--- config.mk ---
export PLATFORM = sky130hd
export DESIGN_NAME = ps2_letter_decoder
export DESIGN_NICKNAME = d
export VERILOG_FILES = /design/src/rtl/typing_pkg.sv /design/src/rtl/ps2_frame_rx.sv /design/src/rtl/ps2_letter_decoder.sv
export SDC_FILE = /design/constraint.sdc
export NUM_CORES = 1
export LEC_CHECK = 0
export BUFFER_PORTS_ARGS = -buffer_cell sky130_fd_sc_hd__buf_2
export CAP_MARGIN = 10
export CELL_PAD_IN_SITES_DETAIL_PLACEMENT = 1
export CELL_PAD_IN_SITES_GLOBAL_PLACEMENT = 1
export CORE_ASPECT_RATIO = 0.5
export CORE_MARGIN = 1
export CORE_UTILIZATION = 49
export CTS_CLUSTER_DIAMETER = 50
export DETAILED_ROUTE_END_ITERATION = 8
export PLACE_DENSITY_LB_ADDON = 0.2
export SLEW_MARGIN = 5
export SYNTH_ARGS = -nofsm -noshare
export SYNTH_HDL_FRONTEND = slang
export SYNTH_SLANG_ARGS = --single-unit
--- constraint.sdc ---
create_clock -name clk -period 2.7 [get_ports clk]
set_clock_uncertainty 0.2 [all_clocks]
set_input_delay 0.54 -clock clk [delete_from_list [all_inputs] [get_ports clk]]
set_output_delay 0.54 -clock clk [all_outputs]
set_load 0.01 [all_outputs]
--- src/rtl/typing_pkg.sv ---
// Shared constants and the scan-code-set-2 letter lookup for the typing game input stage.
package typing_pkg;

  localparam int LETTER_W = 5;

  localparam logic [7:0] BRK_BYTE = 8'hF0;
  localparam logic [7:0] EXT_BYTE = 8'hE0;

  typedef enum logic [1:0] {
    RX_IDLE   = 2'd0,
    RX_DATA   = 2'd1,
    RX_PARITY = 2'd2,
    RX_STOP   = 2'd3
  } rx_state_e;

  // Map a set-2 make code to A=1 .. Z=26; anything else maps to 0.
  function automatic logic [LETTER_W-1:0] scan_to_letter(input logic [7:0] code);
    logic [LETTER_W-1:0] l;
    l = '0;
    case (code)
      8'h1C: l = 5'd1;
      8'h32: l = 5'd2;
      8'h21: l = 5'd3;
      8'h23: l = 5'd4;
      8'h24: l = 5'd5;
      8'h2B: l = 5'd6;
      8'h34: l = 5'd7;
      8'h33: l = 5'd8;
      8'h43: l = 5'd9;
      8'h3B: l = 5'd10;
      8'h42: l = 5'd11;
      8'h4B: l = 5'd12;
      8'h3A: l = 5'd13;
      8'h31: l = 5'd14;
      8'h44: l = 5'd15;
      8'h4D: l = 5'd16;
      8'h15: l = 5'd17;
      8'h2D: l = 5'd18;
      8'h1B: l = 5'd19;
      8'h2C: l = 5'd20;
      8'h3C: l = 5'd21;
      8'h2A: l = 5'd22;
      8'h1D: l = 5'd23;
      8'h22: l = 5'd24;
      8'h35: l = 5'd25;
      8'h1A: l = 5'd26;
      default: l = '0;
    endcase
    return l;
  endfunction

endpackage

--- src/rtl/ps2_frame_rx.sv ---
// PS/2 frame receiver: synchronizers, ps2_clk glitch filter, 11-bit frame FSM and idle timeout.
// byte_vld_o is a one-cycle valid with no ready: the consumer must take byte_o in the cycle it is high.
module ps2_frame_rx
  import typing_pkg::*;
#(
  parameter int FILTER_LEN  = 8,
  parameter int TIMEOUT_CYC = 100000
) (
  input  logic       clk_i,
  input  logic       rst_ni,
  input  logic       ps2_clk_i,
  input  logic       ps2_data_i,
  output logic [7:0] byte_o,
  output logic       byte_vld_o,
  output logic       frame_err_o,
  output logic [1:0] state_o
);

  localparam int FW = $clog2(FILTER_LEN + 1);
  localparam int TW = $clog2(TIMEOUT_CYC + 1);

  logic [1:0]    clk_sync_q, data_sync_q;
  logic [FW-1:0] filt_cnt_q, filt_cnt_d;
  logic          filt_q, filt_d, filt_prev_q;
  logic          clk_s, data_s, fall;

  rx_state_e     state_q, state_d;
  logic [2:0]    bit_cnt_q, bit_cnt_d;
  logic [7:0]    shift_q, shift_d;
  logic          par_q, par_d;
  logic [TW-1:0] to_q, to_d;
  logic [7:0]    byte_q, byte_d;
  logic          vld_q, vld_d, err_q, err_d;

  assign clk_s  = clk_sync_q[1];
  assign data_s = data_sync_q[1];
  assign fall   = filt_prev_q & ~filt_q;

  // Glitch filter: flip the filtered level after FILTER_LEN consecutive differing samples.
  always_comb begin
    filt_cnt_d = '0;
    filt_d     = filt_q;
    if (clk_s != filt_q) begin
      if (filt_cnt_q == FW'(FILTER_LEN - 1)) filt_d = clk_s;
      else filt_cnt_d = filt_cnt_q + 1'b1;
    end
  end

  // Input conditioning registers; the bus idles high so everything resets to 1.
  always_ff @(posedge clk_i or negedge rst_ni) begin
    if (!rst_ni) begin
      clk_sync_q  <= 2'b11;
      data_sync_q <= 2'b11;
      filt_cnt_q  <= '0;
      filt_q      <= 1'b1;
      filt_prev_q <= 1'b1;
    end else begin
      clk_sync_q  <= {clk_sync_q[0], ps2_clk_i};
      data_sync_q <= {data_sync_q[0], ps2_data_i};
      filt_cnt_q  <= filt_cnt_d;
      filt_q      <= filt_d;
      filt_prev_q <= filt_q;
    end
  end

  // Frame FSM next state; a falling edge always beats the timeout in the same cycle.
  always_comb begin
    state_d   = state_q;
    bit_cnt_d = bit_cnt_q;
    shift_d   = shift_q;
    par_d     = par_q;
    to_d      = to_q;
    byte_d    = byte_q;
    vld_d     = 1'b0;
    err_d     = 1'b0;
    case (state_q)
      RX_IDLE: begin
        to_d      = '0;
        bit_cnt_d = '0;
        if (fall && !data_s) state_d = RX_DATA;
      end
      RX_DATA: begin
        if (fall) begin
          shift_d   = {data_s, shift_q[7:1]};
          bit_cnt_d = bit_cnt_q + 3'd1;
          if (bit_cnt_q == 3'd7) state_d = RX_PARITY;
        end
      end
      RX_PARITY: begin
        if (fall) begin
          par_d   = data_s;
          state_d = RX_STOP;
        end
      end
      RX_STOP: begin
        if (fall) begin
          if ((^{shift_q, par_q}) && data_s) begin
            vld_d  = 1'b1;
            byte_d = shift_q;
          end else begin
            err_d = 1'b1;
          end
          state_d = RX_IDLE;
        end
      end
      default: state_d = RX_IDLE;
    endcase
    if (state_q != RX_IDLE) begin
      if (fall) begin
        to_d = '0;
      end else if (to_q == TW'(TIMEOUT_CYC - 1)) begin
        state_d   = RX_IDLE;
        bit_cnt_d = '0;
        to_d      = '0;
        err_d     = 1'b1;
      end else begin
        to_d = to_q + 1'b1;
      end
    end
  end

  // Frame FSM state and registered outputs.
  always_ff @(posedge clk_i or negedge rst_ni) begin
    if (!rst_ni) begin
      state_q   <= RX_IDLE;
      bit_cnt_q <= '0;
      shift_q   <= '0;
      par_q     <= 1'b0;
      to_q      <= '0;
      byte_q    <= '0;
      vld_q     <= 1'b0;
      err_q     <= 1'b0;
    end else begin
      state_q   <= state_d;
      bit_cnt_q <= bit_cnt_d;
      shift_q   <= shift_d;
      par_q     <= par_d;
      to_q      <= to_d;
      byte_q    <= byte_d;
      vld_q     <= vld_d;
      err_q     <= err_d;
    end
  end

  assign byte_o      = byte_q;
  assign byte_vld_o  = vld_q;
  assign frame_err_o = err_q;
  assign state_o     = state_q;

endmodule

--- src/rtl/ps2_letter_decoder.sv ---
// Top: tracks break/extended prefixes on received bytes and strobes the code of released letters.
module ps2_letter_decoder
  import typing_pkg::*;
#(
  parameter int FILTER_LEN  = 8,
  parameter int TIMEOUT_CYC = 100000
) (
  input  logic                clk,
  input  logic                reset,
  input  logic                ps2_clk,
  input  logic                ps2_data,
  output logic [LETTER_W-1:0] kstrk,
  output logic                kr,
  output logic                frame_err,
  output logic [1:0]          dbg_rx_state
);

  logic [7:0]          rx_byte;
  logic                rx_vld, rx_err;
  logic [LETTER_W-1:0] letter;
  logic                brk_q, brk_d, ext_q, ext_d, kr_q, kr_d;
  logic [LETTER_W-1:0] kstrk_q, kstrk_d;

  ps2_frame_rx #(
    .FILTER_LEN (FILTER_LEN),
    .TIMEOUT_CYC(TIMEOUT_CYC)
  ) u_rx (
    .clk_i      (clk),
    .rst_ni     (reset),
    .ps2_clk_i  (ps2_clk),
    .ps2_data_i (ps2_data),
    .byte_o     (rx_byte),
    .byte_vld_o (rx_vld),
    .frame_err_o(rx_err),
    .state_o    (dbg_rx_state)
  );

  assign letter = scan_to_letter(rx_byte);

  // Prefix tracking: E0/F0 set flags, any other byte closes the sequence; errors drop the flags.
  always_comb begin
    brk_d   = brk_q;
    ext_d   = ext_q;
    kstrk_d = kstrk_q;
    kr_d    = 1'b0;
    if (rx_err) begin
      brk_d = 1'b0;
      ext_d = 1'b0;
    end else if (rx_vld) begin
      if (rx_byte == EXT_BYTE) begin
        ext_d = 1'b1;
      end else if (rx_byte == BRK_BYTE) begin
        brk_d = 1'b1;
      end else begin
        if (brk_q && !ext_q && (letter != '0)) begin
          kstrk_d = letter;
          kr_d    = 1'b1;
        end
        brk_d = 1'b0;
        ext_d = 1'b0;
      end
    end
  end

  // Flag and output registers.
  always_ff @(posedge clk or negedge reset) begin
    if (!reset) begin
      brk_q   <= 1'b0;
      ext_q   <= 1'b0;
      kstrk_q <= '0;
      kr_q    <= 1'b0;
    end else begin
      brk_q   <= brk_d;
      ext_q   <= ext_d;
      kstrk_q <= kstrk_d;
      kr_q    <= kr_d;
    end
  end

  assign kstrk     = kstrk_q;
  assign kr        = kr_q;
  assign frame_err = rx_err;

endmodule
Word-level counts from Yosys, hierarchy flattened
Memory sizes are Yosys's and may differ from the RTL's.
Cells that the tools add are included.

word-level totals
  register bits = 59
  logic and storage cells = 99
  bits of input ports = 4
  bits in read-only memories = 640
  output and inout port bits = 9
  memories = 1

memories
  name              depth  bits a word  read ports  clocked after memory_dff  wr ports  line              text
  (name not given)  128    5            1           0                         0         typing_pkg.sv:20  case (code)

cells by class
  reductions and logical operators = 19
  add/sub/neg operators = 3
  bitwise logic cells = 5
  muxes and demuxes = 43
  eq/ne operators = 11

operators by type and width
  kind                                                   count
  two-way mux 17 bit                                     4
  two-way mux 1 bit                                      22
  adder 17 x 1 -> 17 bit, second input constant          1
  == test 17 bit, second input constant                  1
  == test 8 bit, second input constant                   2
  two-way mux 2 bit                                      8
  two-way mux 3 bit                                      4
  AND reduction 2 bit                                    5
  XOR reduction 9 bit                                    1
  two-way mux 4 bit                                      2
  one-hot mux 2 bit (4 select lines)                     1
  one-hot mux 3 bit (2 select lines)                     1
  nonzero test 2 bit                                     3
  two-way mux 5 bit                                      1
  AND reduction 5 bit                                    1
  nonzero test 5 bit                                     1
  adder 4 x 1 -> 4 bit, second input constant            1
  == test 2 bit, second input constant                   2
  == test 4 x 3 -> 1 bit, second input constant          1
  logical AND 1 bit                                      4
  NOT 1 bit                                              4
  adder 3 x 1 -> 3 bit, second input constant            1
  == test 3 bit, second input constant                   1
  inequality test 3 x 2 -> 1 bit, second input constant  1
  7 further kinds                                        8

Depth between registers and ports, before layout
Gate-level depths: netlist of the first run.
An unclocked memory read counts as a cell.

  depth in word-level cells = 9
  depth in mapped cells = 8
  depth with buffers taken out = 8

Hierarchy
A second synthesis of the first run with hierarchy kept.

unflattened totals
  cells, all modules = 316
  area, all modules = 3285.7 um^2

modules (own cells, without submodules)
  module              sequential area each (um^2)  area each (um^2)  times used  cells an instance
  ps2_frame_rx        1283.7                       2319.7            1           194
  ps2_letter_decoder  200.2                        965.9             1           122

Worst setup path before layout of the first run
Ideal clock, no wire load.

  path kind = reg2reg
  start point = reg u_rx.byte_q[1], in the netlist u_rx.byte_o[1]
  end point = reg kstrk_q[1], in the netlist kstrk[1]
  buffers on the path = 1
  slack = 314 ps
  required time = 2380 ps
  cell stages (with the launch flop) = 8
  arrival time = 2066 ps
  clock period less this slack = 2386 ps
  setup time = 120 ps
  path through = dfrtp_1 > inv_1 > ha_1 > a41o_1 > or4b_1 > buf_2 > mux2_1 > a31o_2

between the ends
  word-level cells in the longest chain between the ends = 5
  elaborated cells between the ends (all ways) = 9
  those cells by class = 2 x eq/ne; 1 x mux; 2 x bitwise; 3 x reduce/logical; 1 x memory

ends and longest elaborated chain
  item                                  line                      text
  start: declaration                    ps2_frame_rx.sv:32        logic [7:0] byte_q, byte_d;
  start signal: assignment              ps2_frame_rx.sv:139       byte_q <= byte_d;
  memory read (128 x 5 bit)             -
  two-way mux 5 bit                     typing_pkg.sv:20
  nonzero test 5 bit                    ps2_letter_decoder.sv:55  if (brk_q && !ext_q && (letter != '0)) begin
  logical AND 1 bit                     ps2_letter_decoder.sv:55
  AND reduction 5 bit (no source line)  -
  end signal: assignment                ps2_letter_decoder.sv:75  kstrk_q <= kstrk_d;
  end: declaration                      ps2_letter_decoder.sv:22  logic [LETTER_W-1:0] kstrk_q, kstrk_d;

Several ways; a longest one is shown, not always the timed one.
A chain may end at the register's enable or synchronous reset.

Worst setup path after layout of the first run
  start point = reg u_rx.shift_q[1]
  end point = reg u_rx.byte_q[0], in the netlist u_rx.byte_o[0]

between the ends
  word-level cells in the longest chain between the ends = 3

ends and longest elaborated chain
  item                                  line                 text
  start: declaration                    ps2_frame_rx.sv:29   logic [7:0] shift_q, shift_d;
  start signal: assignment              ps2_frame_rx.sv:136  shift_q <= shift_d;
  XOR reduction 9 bit                   ps2_frame_rx.sv:97   if ((^{shift_q, par_q}) && data_s) begin
  logical AND 1 bit                     ps2_frame_rx.sv:97
  AND reduction 3 bit (no source line)  -

No other way between the ends.

==> results.json, run 1 <==
{
  "std_cell_rows": 20,
  "grt_overflow": 0,
  "cts_tree": "done",
  "clockBufferDepth": 2,
  "met2WireLength_um": 3730,
  "intPower_mw": 1.81,
  "hp-start": "ps2_data",
  "min_path_type": "primary input to flop",
  "syn-num-nets": 311,
  "cts_buffers": 9,
  "status": "completed",
  "relSlewSlack_pct": 47.1,
  "vias_per_cell": 5.59,
  "hold_viol": 0,
  "final_cells": 410,
  "grt_max_degree": 57,
  "areaGrowthSynthToFinish_pct": 13.4,
  "finalSetupTns_ns": 0,
  "io_buffers": 12,
  "syn_area_per_cell_um2": 10.5,
  "die_w_um": 115,
  "clock-sinks": 59,
  "yosysWarnings": 0,
  "dieArea_mm2": 0.00673,
  "drc": 0,
  "pwr-share-clk_pct": 45.1,
  "max_freq_mhz": 388,
  "clk_latency_ns": 0.32,
  "vias": 2291,
  "ys_seq_area_share_pct": 47.4,
  "place_congestion": 0.927,
  "drive_gt1_share_pct": 20.8,
  "drt_pass1_iterations": 4,
  "leakage_nw": 1.64,
  "finalCritPeriodShare_pct": 95.5,
  "rsz0062_at_grt": "false",
  "powerDensity_mw_per_mm2": 685,
  "drv_cap": 0,
  "peakVddDrop_mv": 0.590,
  "regToRegStartpoint": "u_rx.shift_q[1]",
  "min_period_ns": 2.58,
  "dpl.cell_count": 393,
  "p_switching_mw": 0.626,
  "final_common_cell": "dfrtp_1",
  "crit_type": "flop to flop",
  "final_cell_mix": "dfrtp_1, nor2_1, nand2_1, o21ai_0, inv_1",
  "r2r.worst_path.cells": 6,
  "grt_pass1_vias": 2410,
  "timing.rr.end": "u_rx.byte_o[0]",
  "drt_iter0_markers": 113,
  "ys_ff_latch": 59,
  "crit_path_start_kind": "flop",
  "hold_depth": 1,
  "grt_pass1_wl_um": 12400,
  "p_seq_share_pct": 42.8,
  "cp_max_fo": 9,
  "holdWs_ns": 0.116,
  "cts_setup_buffers": 0,
  "n_antenna_cell": 0,
  "wire_per_inst_um": 17.9,
  "die_y_um": 58.5,
  "cts_root_buf": "clkbuf_16",
  "ys_types": 49,
  "routed_wl_um": 7330,
  "pin_count": 13,
  "top_layer": "met4",
  "synth-edff-count": 0,
  "initial_core_util_pct": 51.2,
  "wl_met1_um": 3290,
  "wl_met3_um": 199,
  "nets": 329,
  "setup_viol": 0,
  "worstSetupEndpointType": "flop",
  "fin_util_pct": 58.1,
  "pwr-share-comb_pct": 12.1,
  "antenna_found_initial": 0,
  "htreeDepth": 3,
  "clk_pin_slew_ns": 0.05,
  "synth_ff_type": "dfrtp_1",
  "hpwl_um": 4690,
  "n_fill_cell": 701,
  "r2r_slack_ns": 0.12,
  "worstPathRequired_ns": 2.70,
  "syn_area_mm2": 0.00313,
  "ys_async_sr_fraction_pct": 100,
  "synthCells": 299,
  "worst_pin_slew_ns": 0.791,
  "whs_endpoint": "u_rx.data_sync_q[0]",
  "swShare_pct": 25.7,
  "ant_nets": 0,
  "cp.arrival_ns": 2.58,
  "gr-usage-all-layers_pct": 24.8,
  "report.final.slew_viol_count": 0,
  "core_mm2": 0.00611
}
[what timing repair did]
action | CTS | global route
endpoints found under the setup margin | 0 | 5
resized for setup | 0 | 2
hold buffers | 1 | 0
endpoints found under the hold margin | 3 | 0
[layer usage]
| layer | up-vias | GRT usage [%] |
|---|---|---|
| met4 | 0 | 8.91 |
| met2 | 31 | 42.1 |
| li1 | 1072 | - |
| met1 | 1177 | 31.2 |
| met3 | 11 | 6.49 |
| met5 | - | 0 |
[worst max-delay path, stage by stage, from the launching register on]
cell and delay (ns):
dfrtp_1 0.40, xnor2_1 0.21, xnor3_1 0.44, xnor2_1 0.16, nand2_1 0.10, or3_1 0.55
mux2_4 0.39
[worst max-delay path by stage]
stage,start,cells past startpoint,to,slack (ns)
finish,u_rx.shift_q[1],6,u_rx.byte_o[0],0.12
global route,u_rx.shift_q[1],6,u_rx.byte_o[5],0.0003
CTS,u_rx.byte_o[1],6,kstrk[2],0.05
detailed placement,u_rx.byte_o[1],6,kstrk[2],0.07
global placement,u_rx.byte_o[1],6,kstrk[2],0.20
floorplan,u_rx.byte_o[1],7,kstrk[1],0.31
[registers in the layout (all words and copies together), names as in the netlist]
name              cells
brk_q                 1
ext_q                 1
kr                    1
kstrk                 5
u_rx.bit_cnt_q        3
u_rx.byte_o           8
u_rx.byte_vld_o       1
u_rx.clk_sync_q       2
u_rx.data_sync_q      2
u_rx.filt_cnt_q       4
u_rx.filt_prev_q      1
u_rx.filt_q           1
u_rx.frame_err_o      1
u_rx.par_q            1
u_rx.shift_q          8
u_rx.state_o          2
u_rx.to_q            17
[area by class of cell]
| type | count | area [um2] | share of cell area (%) |
|---|---|---|---|
| sequential | 59 | 1480 | 41.8 |
| tap | 88 | 110 | 3.10 |
| timing repair buffer | 19 | 115 | 3.24 |
| clock buffer | 15 | 288 | 8.11 |
| clock inverter | 1 | 5.00 | 0.141 |
| multi-input combinational | 215 | 1500 | 42.2 |
| inverter | 13 | 48.8 | 1.38 |
[power by group through the flow]
stage | Sequential [mW] | Combinational (mW) | Clock, mW
2_1_floorplan | 1.03 | 0.210 | 0
3_3_place_gp | 1.04 | 0.270 | 0
3_5_place_dp | 1.05 | 0.290 | 0
4_1_cts | 1.04 | 0.299 | 1.12
5_1_grt | 1.05 | 0.335 | 1.15
6_report | 1.04 | 0.293 | 1.10
[per-stage QoR]
step | instance area (um2) | worst slack, ns | power [mW]
floorplan | 3130 | 0.314 | 1.24
global placement | 3240 | 0.200 | 1.31
detailed placement | 3240 | 0.0685 | 1.34
CTS | 3540 | 0.0529 | 2.46
global route | 3550 | 0.000339 | 2.53
finish | 3550 | 0.121 | 2.43
[synthesized netlist by cell type, drive strengths merged (6+ instances only)]
library cell	count	area share, %
dfrtp	53	42
nor2	35	4.2
nand2	28	3.4
mux2	22	8.9
o21ai	17	2.7
inv	13	1.6
a21oi	12	1.9
xnor2	12	3.4
xor2	12	3.4
buf	9	3.1
ha	8	3.2
nand3	8	1.3
nor3	7	1.1
dfstp	6	5.0
nand4	6	1.2
[logic make-up after synthesis]
family / count (synthesis) / synth area share [%]
adder cells (fa/ha/maj): 8 / 3.20
AO/OA/AOI/OAI: 50 / 10.3
flip-flops: 59 / 47.4
multiplexers: 26 / 10.2
XOR/XNOR: 25 / 7.44
AND/OR/NAND/NOR: 106 / 16.4
buffers and inverters: 25 / 5.04
(Power assumes the default switching activity.)
==> inputs of run 2 (changes only) <==
RECOVER_POWER = 50   (was default)
==> run 2 against run 1 <==
Fmax about the same. Register-to-register slack about the same. Sequential share of layout area increased by 0.18 points. Wire length about the same. Power decreased by 0.15%. Cell count unchanged. Worst setup slack about the same. Global-route usage unchanged. Critical path type unchanged. Highest routed layer unchanged. Non-clock buffer count unchanged. Final area decreased by 0.42%. Via count decreased by 0.35%.
==> results.json, run 2 (same netlist as run 1, synthesis figures left out) <==
{
  "io_buffers": 12,
  "grt_max_degree": 57,
  "antenna_found_initial": 0,
  "nets": 329,
  "n_fill_cell": 703,
  "drt_pass1_iterations": 4,
  "leakage_nw": 1.59,
  "pin_count": 13,
  "std_cell_rows": 20,
  "die_w_um": 115,
  "finalSetupTns_ns": 0,
  "dieArea_mm2": 0.00673,
  "final_cells": 410,
  "relSlewSlack_pct": 16.4,
  "regArea_mm2": 0.00148,
  "finalCritPeriodShare_pct": 95.5,
  "die_y_um": 58.5,
  "routed_wl_um": 7320,
  "drv_cap": 0,
  "final_common_cell": "dfrtp_1",
  "clock-sinks": 59,
  "drc": 0,
  "min_period_ns": 2.58,
  "fin_util_pct": 57.9,
  "cp_max_fo": 9,
  "grt_pass1_vias": 2410,
  "drt_iter0_markers": 108,
  "clk_pin_slew_ns": 0.05,
  "hpwl_um": 4690,
  "areaGrowthSynthToFinish_pct": 12.9,
  "status": "completed",
  "setup_viol": 0,
  "vias": 2283,
  "final_cell_mix": "dfrtp_1, nor2_1, nand2_1, o21ai_0, inv_1",
  "multi_input_area_mm2": 0.00150,
  "drive_gt1_share_pct": 17.1,
  "crit_path_start_kind": "flop",
  "grt_pass1_wl_um": 12400,
  "initial_core_util_pct": 51.2,
  "cts_setup_buffers": 0,
  "max_freq_mhz": 388,
  "powerDensity_mw_per_mm2": 687,
  "crit_type": "flop to flop",
  "worstSetupEndpointType": "flop",
  "gr-usage-all-layers_pct": 24.8,
  "ant_nets": 0,
  "worst_pin_slew_ns": 1.25,
  "clk_latency_ns": 0.32,
  "cts_root_buf": "clkbuf_16",
  "top_register": "u_rx.to_q",
  "n_antenna_cell": 0,
  "cts_buffers": 9,
  "place_congestion": 0.927,
  "rsz0062_at_grt": "false",
  "min_path_type": "primary input to flop",
  "cts_tree": "done",
  "htreeDepth": 3,
  "clockBufferDepth": 2,
  "report.final.slew_viol_count": 0,
  "worstPathRequired_ns": 2.70,
  "hold_viol": 0,
  "dpl.cell_count": 393,
  "peakVddDrop_mv": 0.590,
  "cp.arrival_ns": 2.58,
  "largest_reg_flops": 17,
  "wire_per_inst_um": 17.8,
  "vias_per_cell": 5.57,
  "core_mm2": 0.00611,
  "grt_overflow": 0
}
## run 2: repair_timing
item	4_1_cts	5_1_grt
hold buffers	1	0
gates resized for setup	0	2
setup endpoints to repair	0	5
endpoints found under the hold margin	3	0
## run 2: path summary, 6_finish.rpt
check,startpoint,to,slack (ns),cells after the start
max reg2reg,u_rx.shift_q[1],u_rx.byte_o[0],0.12,6
max in group asynchronous,reset,u_rx.to_q[1],0.42,3
min,ps2_data,u_rx.data_sync_q[0],0.12,1
min reg2reg,u_rx.clk_sync_q[0],u_rx.clk_sync_q[1],0.15,0
max,u_rx.shift_q[1],u_rx.byte_o[0],0.12,6
min in group asynchronous,reset,kstrk[1],0.40,2
## run 2: power breakdown
part / switching, mW / internal [mW]
clock network: 0.379 / 0.720
logic: 0.171 / 0.121
registers: 0.0774 / 0.961
## run 2: final cells by class
class / instances / share of cell area [%]
Multi-Input combinational cell: 215 / 42.4
Sequential cell: 59 / 42.0
Clock buffer: 15 / 8.14
Tap cell: 88 / 3.12
Timing Repair Buffer: 19 / 2.83
Inverter: 13 / 1.38
Clock inverter: 1 / 0.142
## run 2: worst max-delay path, cell delays in order, from the launching register on
cell and delay (ns):
dfrtp_1 0.40, xnor2_1 0.21, xnor3_1 0.44, xnor2_1 0.16, nand2_1 0.10, or3_1 0.55, mux2_4 0.39
## run 2: metrics by stage
step	total power [mW]	hold slack (ns)	worst slack, ns	instance area, um2
floorplan	1.24	0.0444	0.314	3130
CTS	2.46	0.104	0.0529	3540
global placement	1.31	0.146	0.200	3240
global route	2.53	0.111	0.000339	3530
detailed placement	1.34	0.148	0.0685	3240
finish	2.43	0.121	0.121	3530
## run 2: layer usage
| layer | up-vias | global-route usage (%) | routed length, um |
|---|---|---|---|
| met3 | 11 | 6.49 | 183 |
| met4 | 0 | 8.91 | 101 |
| met5 | - | 0 | 0 |
| met1 | 1172 | 31.2 | 3320 |
| li1 | 1074 | - | - |
| met2 | 26 | 42.1 | 3720 |
